--- config.mk ---
export PLATFORM = sky130hd
export DESIGN_NAME = spi_reg_if
export DESIGN_NICKNAME = d
export VERILOG_FILES = /design/src/rtl/spi_reg_pkg.sv /design/src/rtl/spi_edge_detect.sv /design/src/rtl/spi_reg_if.sv
export SDC_FILE = /design/constraint.sdc
export NUM_CORES = 1
export LEC_CHECK = 0
export ABC_CLOCK_PERIOD_IN_PS = 4700
export CAP_MARGIN = 20
export CORE_MARGIN = 1
export CORE_UTILIZATION = 55
export DETAILED_ROUTE_END_ITERATION = 7
export GPL_TIMING_DRIVEN = 0
export HOLD_SLACK_MARGIN = 0.02
export PLACE_DENSITY = 0.8
export SETUP_SLACK_MARGIN = 0.5
export SYNTH_ARGS = -nofsm -noshare
export SYNTH_HDL_FRONTEND = slang
export SYNTH_SLANG_ARGS = --single-unit
--- constraint.sdc ---
create_clock -name clk -period 4.7 [get_ports clk]
set_input_delay 0.47 -clock clk [delete_from_list [all_inputs] [get_ports clk]]
set_output_delay 0.47 -clock clk [all_outputs]
set_load 0.005 [all_outputs]
--- src/rtl/spi_reg_pkg.sv ---
// spi_reg_pkg: frame layout constants and FSM state type for the SPI register interface
package spi_reg_pkg;
    localparam int FRAME_BITS = 16;
    localparam int CMD_BITS = 8;
    localparam int ADDR_FIELD_W = 7;
    localparam logic RW_READ = 1'b1;
    typedef enum logic [1:0] {IDLE, CMD, DATA, DONE} state_t;
endpackage

--- src/rtl/spi_edge_detect.sv ---
// spi_edge_detect: rise/fall pulses for an already-synchronized strobe, frozen while en=0
module spi_edge_detect (
    input  logic clk,
    input  logic rstb,
    input  logic en,
    input  logic sig,
    output logic rise,
    output logic fall
);
    logic sig_prev;
    always_ff @(posedge clk or negedge rstb) begin
        if (!rstb) sig_prev <= 1'b0;
        else if (en) sig_prev <= sig;
    end
    assign rise = en & sig & ~sig_prev;
    assign fall = en & ~sig & sig_prev;
endmodule

--- src/rtl/spi_reg_if.sv ---
// spi_reg_if: SPI mode-0 16-bit frame decoder driving a small configuration register bank
module spi_reg_if
    import spi_reg_pkg::*;
#(
    parameter int DATA_W = 8,
    parameter int ADDR_W = 3
) (
    input  logic                           clk,
    input  logic                           rstb,
    input  logic                           en,
    input  logic                           sclk_sync,
    input  logic                           cs_n_sync,
    input  logic                           mosi_sync,
    output logic                           miso,
    output logic                           miso_oe,
    output logic [(2**ADDR_W)*DATA_W-1:0]  regs_out,
    output logic                           wr_strobe,
    output logic [ADDR_W-1:0]              wr_addr,
    output logic                           frame_err
);
    localparam int CNT_W = $clog2(FRAME_BITS + 1);
    state_t state;
    logic [CNT_W-1:0] cnt;
    logic [FRAME_BITS-2:0] sr;
    logic [FRAME_BITS-1:0] nxt;
    logic [DATA_W-1:0] shift_out;
    logic [ADDR_FIELD_W-1:0] addr_f;
    logic [ADDR_W-1:0] idx;
    logic rw, valid, rise, fall, last_cmd, last_bit;
    int ofs;
    spi_edge_detect u_sclk_edge (
        .clk  (clk),
        .rstb (rstb),
        .en   (en),
        .sig  (sclk_sync),
        .rise (rise),
        .fall (fall)
    );
    // command fields come from the incoming bit on the 8th rise, or from the shifted-in frame on the 16th
    always_comb begin
        nxt = {sr, mosi_sync};
        last_cmd = cnt == CNT_W'(CMD_BITS - 1);
        last_bit = cnt == CNT_W'(FRAME_BITS - 1);
        rw = last_cmd ? nxt[CMD_BITS-1] : nxt[FRAME_BITS-1];
        addr_f = last_cmd ? nxt[ADDR_FIELD_W-1:0] : nxt[FRAME_BITS-2 -: ADDR_FIELD_W];
        idx = addr_f[ADDR_W-1:0];
        valid = (addr_f >> ADDR_W) == '0;
        ofs = int'(idx) * DATA_W;
    end
    always_ff @(posedge clk or negedge rstb) begin
        if (!rstb) begin
            state <= IDLE;
            cnt <= '0;
            sr <= '0;
            shift_out <= '0;
            regs_out <= '0;
            miso <= 1'b0;
            miso_oe <= 1'b0;
            wr_strobe <= 1'b0;
            wr_addr <= '0;
            frame_err <= 1'b0;
        end else if (!en) begin
            wr_strobe <= 1'b0;
            frame_err <= 1'b0;
        end else begin
            miso_oe <= ~cs_n_sync;
            wr_strobe <= 1'b0;
            frame_err <= 1'b0;
            if (cs_n_sync) begin
                state <= IDLE;
                cnt <= '0;
                miso <= 1'b0;
                frame_err <= cnt != '0 && cnt != CNT_W'(FRAME_BITS);
            end else begin
                case (state)
                    IDLE: state <= CMD;
                    CMD: if (rise) begin
                        sr <= nxt[FRAME_BITS-2:0];
                        cnt <= cnt + 1'b1;
                        if (last_cmd) begin
                            state <= DATA;
                            shift_out <= (rw == RW_READ && valid) ? regs_out[ofs +: DATA_W] : '0;
                        end
                    end
                    DATA: if (rise) begin
                        sr <= nxt[FRAME_BITS-2:0];
                        cnt <= cnt + 1'b1;
                        if (last_bit) begin
                            state <= DONE;
                            if (rw != RW_READ && valid) begin
                                regs_out[ofs +: DATA_W] <= nxt[DATA_W-1:0];
                                wr_strobe <= 1'b1;
                                wr_addr <= idx;
                            end
                        end
                    end else if (fall) begin
                        miso <= shift_out[DATA_W-1];
                        shift_out <= shift_out << 1;
                    end
                    DONE: if (fall) miso <= 1'b0;
                    default: state <= IDLE;
                endcase
            end
        end
    end
endmodule

==> results of run 1 <==
[synth_stat cells (7+ instances only)]
cell and instances:
a21oi_1 7, nand2_1 59, o22ai_1 9, inv_1 44
nor3_1 8, a32o_1 7, clkbuf_1 11, and3_1 8
ha_1 11, mux2i_1 54, and2_1 13, nor2_1 18
mux2_2 56, dfrtp_1 102, o31ai_1 9, mux2_4 7
[layout by cell type (no fill, tap or decap), types with 12 or more instances in the layout]
master / count
mux2i_1: 54
inv_1: 44
clkbuf_1: 12
nand2_1: 59
nor2_1: 18
clkdlybuf4s50_1: 74
mux2_2: 56
dfrtp_1: 102
and2_1: 13
[final cells by class]
cell class              count  area (um2)
clock inverters             4       31.28
well taps                 129       161.4
clock buffers              12       155.1
plain buffers              24       135.1
inverters                  46       172.7
multi-input cells         319        2604
fillers                   698        2828
repair buffers             76       775.7
flip-flops and latches    102        2552
[logic make-up (layout without fill, tap and decap cells)]
family                     count (synthesis)  in the layout  share of synthesized area, %
xor gates and xnor gates                   2              2                        0.3215
DFF                                      102            102                         46.84
buffers and inverters                     70            162                         5.649
adders and majority gates                 11             11                         2.526
and+or+nand+nor                          140            140                         14.28
AOI/OAI and AO/OA                         47             47                         6.291
muxes                                    119            119                         24.09
[final timing paths]
path | to | slack, ns
min in group clk | cnt[2] | 0.42
max | regs_out[53] | 0.84
min | regs_out[23] | 0.05
max in group asynchronous | sr[3] | 3.96
max reg2reg | regs_out[53] | 0.84
min reg2reg | wr_addr[2] | 0.49
[power groups by stage]
| stage | Sequential (uW) | Clock, uW | Combinational, uW |
|---|---|---|---|
| floorplan | 965 | 0 | 188 |
| finish | 959 | 528 | 284 |
| global route | 965 | 577 | 314 |
| CTS | 957 | 536 | 284 |
| global placement | 973 | 0 | 271 |
| detailed placement | 975 | 0 | 283 |
[through the flow]
stage	instance area [um2]	hold slack, ns	instances	util [%]
2_1_floorplan	5449	0.1744	491	-
3_3_place_gp	6361	0.4677	695	67.56
3_5_place_dp	6386	0.4668	696	67.83
4_1_cts	6573	0.05914	712	69.81
5_1_grt	6588	0.06834	712	69.97
6_report	6588	0.05001	712	69.97
[per-layer routing]
layer  vias up  routed length, um  track usage (%)
met2       123               6300            44.23
li1       1874                  -                -
met3        21                700            5.383
met5         -                  0                0
met4         0                290            10.59
met1      2005               5821            38.41
[state kept, by name (all words and copies together), names as in the netlist]
signal	count
state	2
wr_addr	3
frame_err	1
sr	15
regs_out	64
miso	1
wr_strobe	1
shift_out	8
cnt	5
u_sclk_edge.sig_prev	1
miso_oe	1
[critical path: stages (launching register included)]
cell,delay (ns)
dfrtp_1,0.45
ha_1,0.24
and4bb_4,0.29
buf_6,0.17
mux2i_4,0.37
nand2_1,0.26
inv_1,0.15
ha_1,0.30
clkbuf_1,0.27
or3_1,0.44
nor3_4,0.39
mux2_2,0.39
==> flow_metrics.py, run 1 <==
metrics = {
    "outcome": {
        "outcome": "finished clean",
    },
    "logic_synthesis": {
        "synth_fp_nets": 508,
        "synth-edff-count": 0,
        "synthFlopType": "dfrtp_1",
        "synth_top_area_cell": "dfrtp_1",
        "synth_area_per_cell_um2": 11.10,
        "yosys-top-cells-area": "dfrtp_1 47%, mux2_2 12%, mux2i_1 9.9%",
        "synthDistinctLibCells": 54,
        "syn_inst": 491,
        "yosys_warnings": 0,
        "netlist.area_leader.share_pct": 46.84,
        "yosysSeqAreaShare_pct": 46.84,
        "synth_seq_cells": 102,
        "async_flop_share_pct": 100.0,
        "synthesis.area_mm2": 0.005449,
    },
    "worst_setup_path": {
        "cp-start-kind": "register",
        "critPathKind": "register to register",
        "r2r_cells": 11,
        "cp.required_ns": 4.95,
        "crit_start": "cnt[0]",
        "crit_fanout": 10,
        "reg2reg_from": "cnt[0]",
        "cp-end-kind": "register",
        "crit_arrival_ns": 4.11,
    },
    "global_routing": {
        "grt_pass1_wl_mm": 21.48,
        "grt_max_degree": 67,
        "grt_antenna_before_repair": 0,
        "grt-ovfl-total": 0,
        "grt_pass1_vias": 4135,
        "grt_usage_pct": 27.99,
    },
    "clocking": {
        "htreeDepth": 3,
        "cts_buffers": 9,
        "cts.clk_slew.worst_paths_ns": 0.11,
        "cts_hold_buf": 0,
        "cts_buffer_depth": 2,
        "post_cts_buffers": 0,
        "cts_tree": "done",
        "cts_resized": 0,
        "ctsRootBufferMaster": "clkbuf_8",
        "cts.sinks": 102,
        "clkLatencyLatePin_ns": 0.37,
    },
    "detailed_routing": {
        "drt-wirelength-per-cell_um": 18.42,
        "vias": 4023,
        "drc_errors": 0,
        "ant_nets": 0,
        "wirelength_mm": 13.11,
        "drt_pass1_iterations": 4,
        "drtIter0Drc": 246,
        "viasPerCell": 5.650,
    },
    "sta": {
        "fin_crit_sh_pct": 82.07,
        "maxSlewHeadroom_pct": 43.58,
        "rsz0062_at_grt": "false",
        "fin_crit_ns": 3.857,
        "slew_violations": 0,
        "setup_viol": 0,
        "fin_ws_ns": 0.8428,
        "tightestPinTransition_ns": 0.8399,
        "clock.fmax_mhz": 259.3,
        "hold_violations": 0,
        "setup_tns_ns": 0,
        "fin_worst_skew_ns": 0.01753,
    },
    "pwr": {
        "power.share.clock_pct": 29.8,
        "peakVddDrop_v": 0.0001848,
        "p_total_uw": 1772,
        "p_seq_share_pct": 54.2,
        "switching_share_pct": 29.06,
        "combPwrFrac_pct": 16.0,
        "leakage_uw": 0.003161,
        "powerDensity_mw_per_mm2": 268.9,
        "p_int_uw": 1257,
        "p_switching_uw": 514.8,
    },
    "min_path": {
        "min_path_type": "primary input to asynchronous set/reset pin",
    },
    "flow_run": {
        "max_cap_viol_count": 0,
    },
    "floorplanning": {
        "die_y_um": 101.5,
        "fp.dieW_um": 101.5,
        "coreArea_mm2": 0.009415,
        "initial_core_util_pct": 57.87,
        "ios": 77,
        "rows": 35,
        "die_area_mm2": 0.01031,
    },
    "placement": {
        "dp_hpwl_mm": 9.530,
        "place_ws_ns": 0.6474,
        "io_buffers": 75,
        "routabilityCongestion": 0.8985,
    },
    "cells_and_area": {
        "area_growth_pct": 20.90,
        "diodes": 0,
        "drive_gt1_share_pct": 19.04,
        "final_nets": 595,
    },
}
(Power assumes the default switching activity.)
==> inputs of run 2 (changes only) <==
--- a/config.mk
+++ b/config.mk
@@ -5,7 +5,7 @@
 export SDC_FILE = /design/constraint.sdc
 export NUM_CORES = 1
 export LEC_CHECK = 0
-export ABC_CLOCK_PERIOD_IN_PS = 4700
+export ABC_CLOCK_PERIOD_IN_PS = 3600
 export CAP_MARGIN = 20
 export CORE_MARGIN = 1
 export CORE_UTILIZATION = 55
==> constraint.sdc (replaced) <==
create_clock -name clk -period 3.6 [get_ports clk]
set_input_delay 0.36 -clock clk [delete_from_list [all_inputs] [get_ports clk]]
set_output_delay 0.36 -clock clk [all_outputs]
set_load 0.005 [all_outputs]
==> flow_metrics.py, run 2 (same netlist as run 1, synthesis figures left out) <==
metrics = {
    "sta": {
        "clock.fmax_mhz": 323.8,
        "setup_tns_ns": 0,
        "slew_violations": 0,
        "maxSlewHeadroom_pct": 38.31,
        "hold_violations": 0,
        "fin_crit_sh_pct": 85.79,
        "tightestPinTransition_ns": 0.9211,
        "setup_viol": 0,
        "fin_crit_ns": 3.088,
        "rsz0062_at_grt": "false",
        "fin_worst_skew_ns": 0.01490,
    },
    "cells_and_area": {
        "final_nets": 621,
        "area_growth_pct": 27.05,
        "regMostFlops": "regs_out",
        "final_cell_mix": "102 x dfrtp_1, 74 x clkdlybuf4s50_1, 57 x nand2_1",
        "drive_gt1_share_pct": 24.14,
        "reg_top3": "regs_out: 64 flops, sr: 15 flops, shift_out: 8 flops",
        "stdcell_area_mm2": 0.006923,
        "fillers": 661,
        "largest_reg_flops": 64,
        "diodes": 0,
        "mostFrequentLayoutCell": "dfrtp_1",
    },
    "floorplanning": {
        "ios": 77,
        "initial_core_util_pct": 57.87,
        "die_area_mm2": 0.01031,
        "fp.dieW_um": 101.5,
        "coreArea_mm2": 0.009415,
        "rows": 35,
        "die_y_um": 101.5,
    },
    "worst_setup_path": {
        "r2r_cells": 11,
        "cp-start-kind": "register",
        "critical_path_cell_count": 11,
        "cp.required_ns": 3.86,
        "max_stage_delay_ns": 0.42,
        "worstPathCellList": "ha_4 > and4bb_4 > buf_8 > mux2i_4 > buf_6 > ha_1 > buf_4 > nand2b_1 > nor4_4 > buf_6 > mux2_2",
        "worst-path-buf-inv": 4,
        "cp-end-kind": "register",
        "critPathKind": "register to register",
        "crit_arrival_ns": 3.35,
        "crit_fanout": 10,
        "cpMostUsedCell": "buf_6",
        "worst_path_max_delay_cell": "dfrtp_1",
        "path_delay_family": "simple AND/OR/NAND/NOR gates",
    },
    "pwr": {
        "p_total_uw": 2420,
        "p_int_uw": 1696,
        "power.share.clock_pct": 31.4,
        "powerDensity_mw_per_mm2": 349.6,
        "leakage_uw": 0.003348,
        "peakVddDrop_v": 0.0002620,
        "p_seq_share_pct": 51.8,
        "p_switching_uw": 724.4,
        "combPwrFrac_pct": 16.8,
        "switching_share_pct": 29.93,
    },
    "clocking": {
        "ctsRootBufferMaster": "clkbuf_8",
        "clkLatencyLatePin_ns": 0.38,
        "cts.clk_slew.worst_paths_ns": 0.11,
        "cts_tree": "done",
        "htreeDepth": 3,
        "cts_buffer_depth": 2,
        "cts.sinks": 102,
        "cts_buffers": 9,
    },
    "detailed_routing": {
        "ant_nets": 0,
        "drt_pass1_iterations": 5,
        "drtIter0Drc": 340,
        "drt-wirelength-per-cell_um": 19.79,
        "drc_errors": 0,
        "wirelength_mm": 14.61,
        "vias": 4324,
        "viasPerCell": 5.859,
    },
    "placement": {
        "dp_hpwl_mm": 9.637,
        "io_buffers": 75,
        "place_area_mm2": 0.006436,
        "routabilityCongestion": 0.8624,
    },
    "min_path": {
        "min_path_type": "primary input to register",
        "hold_depth": 2,
    },
    "global_routing": {
        "grt_usage_pct": 29.18,
        "grt-ovfl-total": 0,
        "grt_pass1_wl_mm": 22.36,
        "grt_antenna_before_repair": 0,
        "grt_pass1_vias": 4231,
        "grt_max_degree": 54,
    },
    "flow_run": {
        "max_cap_viol_count": 0,
    },
    "outcome": {
        "outcome": "finished clean",
    },
}
run 2: path summary, 6_finish.rpt:
| check | startpoint | to | slack, ns |
|---|---|---|---|
| setup / recovery | cnt[1] | regs_out[19] | 0.51 |
| hold / removal | en | cnt[3] | 0.30 |
| setup reg to reg | cnt[1] | regs_out[19] | 0.51 |
| hold reg to reg | wr_addr[0] | wr_addr[0] | 0.50 |
| max in group asynchronous | rstb | sr[5] | 2.36 |
| min in group asynchronous | rstb | regs_out[23] | 0.54 |
run 2: area by class of cell:
type / instances / area (um2) / share of cell area, %
multi-input cells: 319 / 2655 / 38.35
flip-flops and latches: 102 / 2552 / 36.87
repair buffers: 102 / 1001 / 14.46
inverters: 46 / 187.7 / 2.711
plain buffers: 24 / 163.9 / 2.368
well taps: 129 / 161.4 / 2.331
clock buffers: 9 / 123.9 / 1.789
clock inverters: 7 / 77.57 / 1.121
run 2: power by group through the flow:
stage               logic (uW)  registers (uW)  clock network (uW)
finish                     406            1250                 759
global route               447            1260                 811
floorplan                  246            1260                   0
detailed placement         375            1280                   0
CTS                        393            1250                 767
global placement           357            1270                   0
run 2: through the flow:
step / setup slack, ns / std cells / hold WS [ns] / util, %
3_3_place_gp: -1.578 / 695 / 0.4670 / 68.09
4_1_cts: 0.5026 / 727 / 0.3000 / 72.00
6_report: 0.5117 / 738 / 0.3027 / 73.53
3_5_place_dp: 0.07400 / 696 / 0.4252 / 68.36
5_1_grt: 0.4173 / 738 / 0.3332 / 73.53
2_1_floorplan: 0.5183 / 491 / 0.06441 / -
run 2: repair_timing:
| item | in CTS | in global routing |
|---|---|---|
| buffers inserted | 14 | 11 |
| pin swaps | 2 | 4 |
| endpoints found under the hold margin | 3 | 0 |
| gates resized for setup | 5 | 19 |
| hold buffers | 1 | 0 |
| endpoints found under the setup margin | 57 | 39 |
run 2: routing by layer:
layer,routed length [um],vias to the layer above,part of all wire [%],GRT usage (%)
li1,-,1929,-,-
met1,6178,2158,42,40.24
met2,7121,201,49,46.26
met3,889,36,6.1,4.693
met4,417,0,2.9,11.82
met5,0,-,0,0
==> inputs of run 3 (changes only) <==
--- a/config.mk
+++ b/config.mk
@@ -14,6 +14,7 @@
 export HOLD_SLACK_MARGIN = 0.02
 export PLACE_DENSITY = 0.8
 export SETUP_SLACK_MARGIN = 0.5
+export SKIP_CTS_REPAIR_TIMING = 1
 export SYNTH_ARGS = -nofsm -noshare
 export SYNTH_HDL_FRONTEND = slang
 export SYNTH_SLANG_ARGS = --single-unit
==> flow_metrics.py, run 3 (same netlist as run 1, synthesis figures left out) <==
metrics = {
    "clocking": {
        "ctsRootBufferMaster": "clkbuf_8",
        "cts.clk_slew.worst_paths_ns": 0.11,
        "clkLatencyLatePin_ns": 0.39,
        "cts_tree": "done",
        "htreeDepth": 3,
        "cts_buffers": 9,
        "cts_buffer_depth": 2,
        "cts.sinks": 102,
    },
    "sta": {
        "fin_crit_ns": 3.131,
        "hold_slack_ns": -0.001230,
        "setup_viol": 0,
        "setup_tns_ns": 0,
        "tightestPinTransition_ns": 0.9808,
        "maxSlewHeadroom_pct": 34.31,
        "fin_worst_skew_ns": 0.01745,
        "fin_crit_sh_pct": 86.99,
        "rsz0062_at_grt": "true",
        "slew_violations": 0,
        "clock.fmax_mhz": 319.3,
        "hold_violations": 1,
        "fin_ws_ns": 0.4685,
    },
    "cells_and_area": {
        "mostFrequentLayoutCell": "dfrtp_1",
        "final_cell_mix": "102 x dfrtp_1, 74 x clkdlybuf4s50_1, 57 x nand2_1",
        "largest_reg_flops": 64,
        "final_nets": 627,
        "area_growth_pct": 27.42,
        "drive_gt1_share_pct": 24.88,
        "diodes": 0,
        "reg_top3": "regs_out: 64 flops, sr: 15 flops, shift_out: 8 flops",
        "regMostFlops": "regs_out",
    },
    "pwr": {
        "leakage_uw": 0.003375,
        "peakVddDrop_v": 0.0002833,
        "powerDensity_mw_per_mm2": 348.0,
    },
    "detailed_routing": {
        "drtIter0Drc": 229,
        "top_layer_used": "met4",
        "wirelength_mm": 14.60,
        "drt-wirelength-per-cell_um": 19.62,
        "ant_nets": 0,
        "wl_met2_mm": 7.177,
        "viasPerCell": 5.796,
        "drt_pass1_iterations": 5,
        "wl_met3_um": 809,
        "vias": 4312,
        "drc_errors": 0,
        "wl_met1_mm": 6.201,
    },
    "floorplanning": {
        "initial_core_util_pct": 57.87,
        "coreArea_mm2": 0.009415,
        "die_area_mm2": 0.01031,
        "rows": 35,
        "ios": 77,
        "die_y_um": 101.5,
        "fp.dieW_um": 101.5,
    },
    "outcome": {
        "violations": "negative hold slack",
        "outcome": "finished, violations left",
    },
    "global_routing": {
        "grt_antenna_before_repair": 0,
        "grt_pass1_wl_mm": 21.87,
        "grt_max_degree": 54,
        "grt-ovfl-total": 0,
        "grt_pass1_vias": 4122,
        "grt_usage_pct": 28.63,
    },
    "placement": {
        "io_buffers": 75,
        "routabilityCongestion": 0.8624,
        "place_ws_ns": 0.07400,
        "dp_hpwl_mm": 9.637,
    },
    "worst_setup_path": {
        "crit_fanout": 9,
        "critPathKind": "register to register",
        "cp-start-kind": "register",
        "crit_arrival_ns": 3.40,
        "cp.required_ns": 3.87,
        "cp-end-kind": "register",
    },
    "flow_run": {
        "max_cap_viol_count": 0,
    },
    "min_path": {
        "min_path_type": "primary input to asynchronous set/reset pin",
    },
}
run 3: final timing paths:
| kind | from | endpoint | slack (ns) | depth (start not counted) |
|---|---|---|---|---|
| worst max-delay path | cnt[1] | regs_out[32] | 0.47 | 10 |
| worst min-delay path | rstb | regs_out[23] | -0.001 | 1 |
| worst max register to register | cnt[1] | regs_out[32] | 0.47 | 10 |
| worst min register to register | wr_addr[2] | wr_addr[2] | 0.50 | 2 |
| max in group asynchronous | rstb | regs_out[41] | 2.91 | 2 |
| min in group clk | en | cnt[3] | 0.29 | 2 |
run 3: power by group:
group / total, uW / internal (uW) / switching, uW / leakage (uW)
Combinational: 399 / 161 / 238 / 0.00203
Sequential: 1250 / 1200 / 52.6 / 0.00124
Clock: 763 / 329 / 434 / 0.000101
Total: 2420 / 1690 / 725 / 0.00338
run 3: routing by layer:
metal  global-route usage [%]  up-vias
li1                         -     1939
met1                    39.87     2166
met2                    45.27      170
met3                    4.417       37
met4                    11.15        0
met5                        0        -
run 3: critical path: stages (launching register included):
cell and delay [ns]:
dfrtp_1 0.41, ha_2 0.21, and4bb_4 0.28, mux2i_4 0.31, inv_2 0.15, ha_1 0.34
buf_6 0.15, nand2_2 0.11, or4_1 0.56, buf_6 0.19, mux2_4 0.30
run 3: metrics by stage:
| stage | instances | hold WS, ns | util [%] | cell area, um2 | power (uW) |
|---|---|---|---|---|---|
| after detailed placement | 696 | 0.4252 | 68.36 | 6436 | 1652 |
| after CTS | 712 | 0.01784 | 70.50 | 6638 | 2400 |
| after global routing | 744 | 0.04360 | 73.74 | 6943 | 2515 |
| final | 744 | -0.001230 | 73.74 | 6943 | 2416 |
| after global placement | 695 | 0.4670 | 68.09 | 6411 | 1630 |
| after floorplan | 491 | 0.06441 | - | 5499 | 1508 |
run 3: final cells by class:
cell class	instances	area, um2
Multi-Input combinational cell	319	2645
Clock inverter	7	77.57
Timing Repair Buffer	108	1031
Fill cell	655	2472
Sequential cell	102	2552
Inverter	46	185.2
Tap cell	129	161.4
Clock buffer	9	123.9
Buffer	24	166.4
